`src/rtl/glitch_pkg.sv`:
```
// glitch_pkg: shared FSM state encoding and counter widths for the glitch trigger sequencer
package glitch_pkg;
  localparam int FIRE_W = 16;
  localparam logic [2:0] S_IDLE    = 3'd0;
  localparam logic [2:0] S_ARMED   = 3'd1;
  localparam logic [2:0] S_DELAY   = 3'd2;
  localparam logic [2:0] S_PULSE   = 3'd3;
  localparam logic [2:0] S_HOLDOFF = 3'd4;
endpackage

```
`src/rtl/trig_sync.sv`:
```
// trig_sync: synchronizes the asynchronous target trigger and emits a registered 1-cycle edge event
// Ports: CLK clock, RST_N sync active-low reset, din async trigger, ev 1-cycle edge pulse
module trig_sync #(
  parameter int SYNC_STAGES = 2,
  parameter bit TRIG_RISING = 1'b1
) (
  input  logic CLK,
  input  logic RST_N,
  input  logic din,
  output logic ev
);
  localparam logic IDLE_LVL = ~TRIG_RISING;
  logic [SYNC_STAGES-1:0] sync;
  logic prev;
  always_ff @(posedge CLK) begin
    if (!RST_N) begin
      sync <= {SYNC_STAGES{IDLE_LVL}};
      prev <= IDLE_LVL;
      ev   <= 1'b0;
    end else begin
      sync <= {sync[SYNC_STAGES-2:0], din};
      prev <= sync[SYNC_STAGES-1];
      // an edge counts only when the new level is the active one
      ev   <= (sync[SYNC_STAGES-1] != prev) && (sync[SYNC_STAGES-1] == TRIG_RISING);
    end
  end
endmodule

```
`src/rtl/glitch_trigger_sequencer.sv`:
```
// glitch_trigger_sequencer: waits for a target trigger, counts a delay, then issues one glitch pulse
// Ports: CLK/RST_N clock and sync active-low reset; ARM latches DELAY/WIDTH in IDLE; ABORT returns to IDLE;
//        TRIG_IN async trigger; GLITCH_OUT pulse; BUSY not-IDLE; DONE end-of-holdoff strobe; FIRE_COUNT pulses issued
module glitch_trigger_sequencer
  import glitch_pkg::*;
#(
  parameter int DELAY_W        = 32,
  parameter int WIDTH_W        = 16,
  parameter int HOLDOFF_CYCLES = 1000,
  parameter int SYNC_STAGES    = 2,
  parameter bit TRIG_RISING    = 1'b1
) (
  input  logic               CLK,
  input  logic               RST_N,
  input  logic               ARM,
  input  logic               ABORT,
  input  logic               TRIG_IN,
  input  logic [DELAY_W-1:0] DELAY,
  input  logic [WIDTH_W-1:0] WIDTH,
  output logic               GLITCH_OUT,
  output logic               BUSY,
  output logic               DONE,
  output logic [FIRE_W-1:0]  FIRE_COUNT
);
  localparam int HW = HOLDOFF_CYCLES > 1 ? $clog2(HOLDOFF_CYCLES) : 1;
  logic               trig_ev;
  logic [2:0]         state, nxt;
  logic [DELAY_W-1:0] d_lat, dcnt;
  logic [WIDTH_W-1:0] w_lat, wcnt;
  logic [HW-1:0]      hcnt;
  logic               d_end, w_end, h_end;
  trig_sync #(.SYNC_STAGES(SYNC_STAGES), .TRIG_RISING(TRIG_RISING)) u_sync (
    .CLK  (CLK),
    .RST_N(RST_N),
    .din  (TRIG_IN),
    .ev   (trig_ev)
  );
  // compare-terminated counters: dcnt never exceeds d_lat-1, so an all-ones delay cannot wrap
  assign d_end = dcnt == d_lat - DELAY_W'(1);
  assign w_end = wcnt == w_lat;
  assign h_end = hcnt == HW'(HOLDOFF_CYCLES - 1);
  always_comb begin
    nxt = state;
    case (state)
      S_IDLE:    nxt = ARM ? S_ARMED : S_IDLE;
      S_ARMED:   nxt = !trig_ev ? S_ARMED : d_lat == '0 ? S_PULSE : S_DELAY;
      S_DELAY:   nxt = d_end ? S_PULSE : S_DELAY;
      S_PULSE:   nxt = w_end ? S_HOLDOFF : S_PULSE;
      S_HOLDOFF: nxt = h_end ? S_IDLE : S_HOLDOFF;
      default:   nxt = S_IDLE;
    endcase
    if (ABORT) nxt = S_IDLE;
  end
  always_ff @(posedge CLK) begin
    if (!RST_N) begin
      state      <= S_IDLE;
      d_lat      <= '0;
      w_lat      <= '0;
      dcnt       <= '0;
      wcnt       <= '0;
      hcnt       <= '0;
      GLITCH_OUT <= 1'b0;
      BUSY       <= 1'b0;
      DONE       <= 1'b0;
      FIRE_COUNT <= '0;
    end else begin
      state      <= nxt;
      GLITCH_OUT <= nxt == S_PULSE;
      BUSY       <= nxt != S_IDLE;
      DONE       <= state == S_HOLDOFF && h_end && !ABORT;
      dcnt       <= state == S_DELAY ? dcnt + DELAY_W'(1) : '0;
      // wcnt starts at 1 so the PULSE entry cycle is counted as the first pulse cycle
      wcnt       <= state == S_PULSE ? wcnt + WIDTH_W'(1) : WIDTH_W'(1);
      hcnt       <= state == S_HOLDOFF ? hcnt + HW'(1) : '0;
      if (state == S_IDLE && nxt == S_ARMED) begin
        d_lat <= DELAY;
        w_lat <= WIDTH == '0 ? WIDTH_W'(1) : WIDTH;
      end
      if (nxt == S_PULSE && state != S_PULSE) FIRE_COUNT <= FIRE_COUNT + FIRE_W'(1);
    end
  end
endmodule

```
`config.mk`:
```
export PLATFORM = sky130hd
export DESIGN_NAME = glitch_trigger_sequencer
export DESIGN_NICKNAME = d
export VERILOG_FILES = /design/src/rtl/glitch_pkg.sv /design/src/rtl/trig_sync.sv /design/src/rtl/glitch_trigger_sequencer.sv
export SDC_FILE = /design/constraint.sdc
export NUM_CORES = 1
export LEC_CHECK = 0
export CORE_ASPECT_RATIO = 1.4
export CORE_MARGIN = 3
export CORE_UTILIZATION = 32
export DETAILED_ROUTE_END_ITERATION = 10
export GPL_ROUTABILITY_DRIVEN = 0
export GPL_TIMING_DRIVEN = 0
export PLACE_DENSITY_LB_ADDON = 0.25
export SYNTH_ARGS = -nofsm -noshare
export SYNTH_HDL_FRONTEND = slang
export SYNTH_SLANG_ARGS = --single-unit
export TNS_END_PERCENT = 1
```
`constraint.sdc`:
```
create_clock -name CLK -period 3.6 [get_ports CLK]
set_input_delay 0.54 -clock CLK [delete_from_list [all_inputs] [get_ports CLK]]
set_output_delay 0.54 -clock CLK [all_outputs]
set_load 0.02 [all_outputs]
```
==> summary.txt <==
GRT
  – Global-route wire length before repair: 28100 um
  – Gr usage total: 15.2%
  – Total congestion overflow: 0
  – Largest net degree at the start of global routing: 17
  – Initial antenna violation count: 1
  – Vias in the first global route: 5638

Clock network
  – CTS buffer count: 17
  – Clk_lat worst skew: 430 ps
  – Clk slew on worst S/H paths: 60 ps
  – Total number of H-tree levels: 4
  – Clock sinks: 132
  – CTS Buffer Depth: 2
  – Clock root buffer: clkbuf_16
  – Post-CTS Hold Buffers: 0
  – CTS tree: built

Critical path
  – Crit path launch type: register
  – CP Cell Sequence: nor4_4, and4_1, buf_2, and2_1, a211oi_1, o31a_1, a211oi_4, a31oi_4, nor3_4, clkbuf_4, mux2i_1
  – CP Class: register to register
  – Slowest-stage cell, CP: nor4_4
  – CP max stage delay: 500 ps
  – Worst-path maximum fanout: 10
  – Worst path required time: 3950 ps
  – Data arrival, critical path: 3720 ps
  – Critical path capture point type: register

STA
  – Period utilisation layout: 93.6%
  – Final setup vio count: 0
  – Tmin final: 3370 ps
  – Fmax: 297 MHz
  – Max-slew headroom: 51.3%
  – Clock skew: 8.27 ps
  – Unrepaired setup endpoints after global routing: no
  – Worst-Margin Slew: 725 ps
  – Setup TNS: 0 ps
  – Hold Fails Final Rpt: 0
  – Slew Limit Fails: 0

Floorplan
  – Area of the core: 20700 um^2
  – Die area: 23100 um^2
  – Ports: 72
  – Die H: 179 um
  – Cell row count: 62
  – Initial Util: 32.9%
  – Die width: 129 um

Finish
  – P&R area growth vs syn: 26.4%
  – Design area: 8610 um^2
  – Share of post-route cells with drive strength above 1: 7.82%
  – Layout Cells excl Fill: 1178
  – Final #Nets: 966

Detailed routing
  – DRT Wirelength: 17000 um
  – Vias/cell: 4.90
  – Met3 Wirelength: 531 um
  – Iter 0 DRT Violations: 236
  – Via count: 5778
  – Remaining antenna violation count: 0
  – Met1 wire length: 7820 um
  – 1st-pass router iterations: 5
  – Met2 WL: 8380 um
  – Top sig layer: met4
  – Residual DRC count: 0
  – Avg WL per Cell: 14.5 um

Place
  – # placed instances: 1138
  – Input/output buffers: 71
  – Placed inst area: 7840 um^2
  – DP HPWL: 12700 um

Logic synthesis
  – Yosys top cell area share: 38.8%
  – Cell count after synthesis: 811
  – Ys Warns: 0
  – Synth Register Bits: 132
  – Post-synthesis sequential area ratio: 38.8%
  – Synth cell types: 57
  – Async S/R FF share, synth: 0%
  – Synth top area cells: dfxtp_1, nand2_1, mux2i_1, xnor2_1, xor2_1
  – Cell area after synthesis: 6810 um^2
  – Post-synth EDFFs: 0
  – Cell taking the most area after synthesis: dfxtp_1
  – Avg Inst Size Synth: 8.39 um^2
  – Mapped Nets: 869
  – Top_reg_cell synth: dfxtp_1

Hold path
  – HP Class: register to register

Pwr
  – Design Power: 3930 uW
  – Pleak: 0.00303 uW
  – Peak supply drop: 0.000363 V
  – PD cells: 456 nW/um^2

Outcome
  – Outcome: finished clean

Flow run
  – Max Cap Viol: 0
## power breakdown
group | internal [uW] | switching, uW
sequential | 1500 | 39.7
clock | 1180 | 700
combinational | 244 | 264
## cells in the final DEF, fill, tap and decap left out, types with 10 or more instances in the layout
cell             Yosys  layout
or4_1               16      16
clkbuf_16            0      17
nor4_1              10      10
nor2_1              78      78
dfxtp_1            132     130
clkdlybuf4s50_1      0      71
xnor2_1             55      55
a21oi_1             28      28
or3_1               11      11
clkbuf_1            29      29
o31ai_1             14      14
xor2_1              48      48
nand4_1             23      23
mux2i_1             50      50
and3_1              16      15
nor3_1              17      17
inv_1               14      14
o21ai_0             12      12
nand2_1            137     137
nand3_1             35      34
## state kept, by name (all words and copies together) (netlist names)
signal	count
state	3
FIRE_COUNT	16
hcnt	10
u_sync.sync	2
u_sync.ev	1
wcnt	16
d_lat	32
GLITCH_OUT	1
u_sync.prev	1
w_lat	16
DONE	1
dcnt	32
BUSY	1
## critical path: cells and delay by family, from the launching register on
family          cells  cell delay, ps
mux                 1             210
simple gates        4            1260
compound gates      4             920
buf+inv             2             520
flops               1             390
## metal layers
metal / up-vias / track usage (%)
met3: 21 / 3.27
met5: - / 0
met4: 0 / 5.17
met2: 83 / 26.3
li1: 3017 / -
met1: 2657 / 18.7
## through the flow
stage,util (%),setup WS (ps),hold slack [ps]
detailed placement,37.8,-548,381
CTS,41.1,11.9,392
floorplan,-,528,367
global placement,37.8,-533,384
global route,41.6,3.97,424
finish,41.6,229,393
## worst paths after layout
check	slack, ps	cells past startpoint	from	endpoint
setup / recovery	230	11	d_lat[4]	d_lat[11]
hold / removal	390	1	u_sync.prev	u_sync.ev
setup reg to reg	230	11	d_lat[4]	d_lat[11]
hold reg to reg	390	1	u_sync.prev	u_sync.ev
## layout make-up
cell class                 instances  area [um^2]
sequential                       132         2650
multi-input combinational        622         3950
buffer                            42          226
clock buffer                      18          439
clock inverter                    14          201
timing repair buffer              78          763
tap                              256          320
antenna                            1         2.50
fill                            2033        12100
inverter                          15         56.3
## what timing repair did
action	4_1_cts	5_1_grt
buffers inserted	0	7
pin swaps	1	8
setup endpoints to repair	65	53
gates cloned	0	0
resized for setup	8	11
## cell usage after synthesis, types with 4 or more instances
cell,n
or4_1,16
ha_1,5
nand4_1,23
o21ai_0,12
and4_1,8
mux2i_1,50
nand3_1,35
a31oi_1,4
o31ai_1,14
xor2_1,48
inv_1,14
nor3_1,17
clkbuf_1,29
dfxtp_1,132
nand2_1,137
buf_6,4
or3_1,11
nor4_1,10
buf_2,7
and3_1,16
a211oi_1,5
nor2_1,78
a21oi_1,28
xnor2_1,55
and2_1,7
## cell families after synthesis
family	Yosys count	share of synthesized area [%]
compound gates	81	7.88
xor+xnor	103	13.3
fa+ha+maj	5	0.919
buf+inv	57	3.77
flops	132	38.8
mux	50	7.35
simple gates	383	28.0
Note: power is estimated with default switching activity, not from simulation.
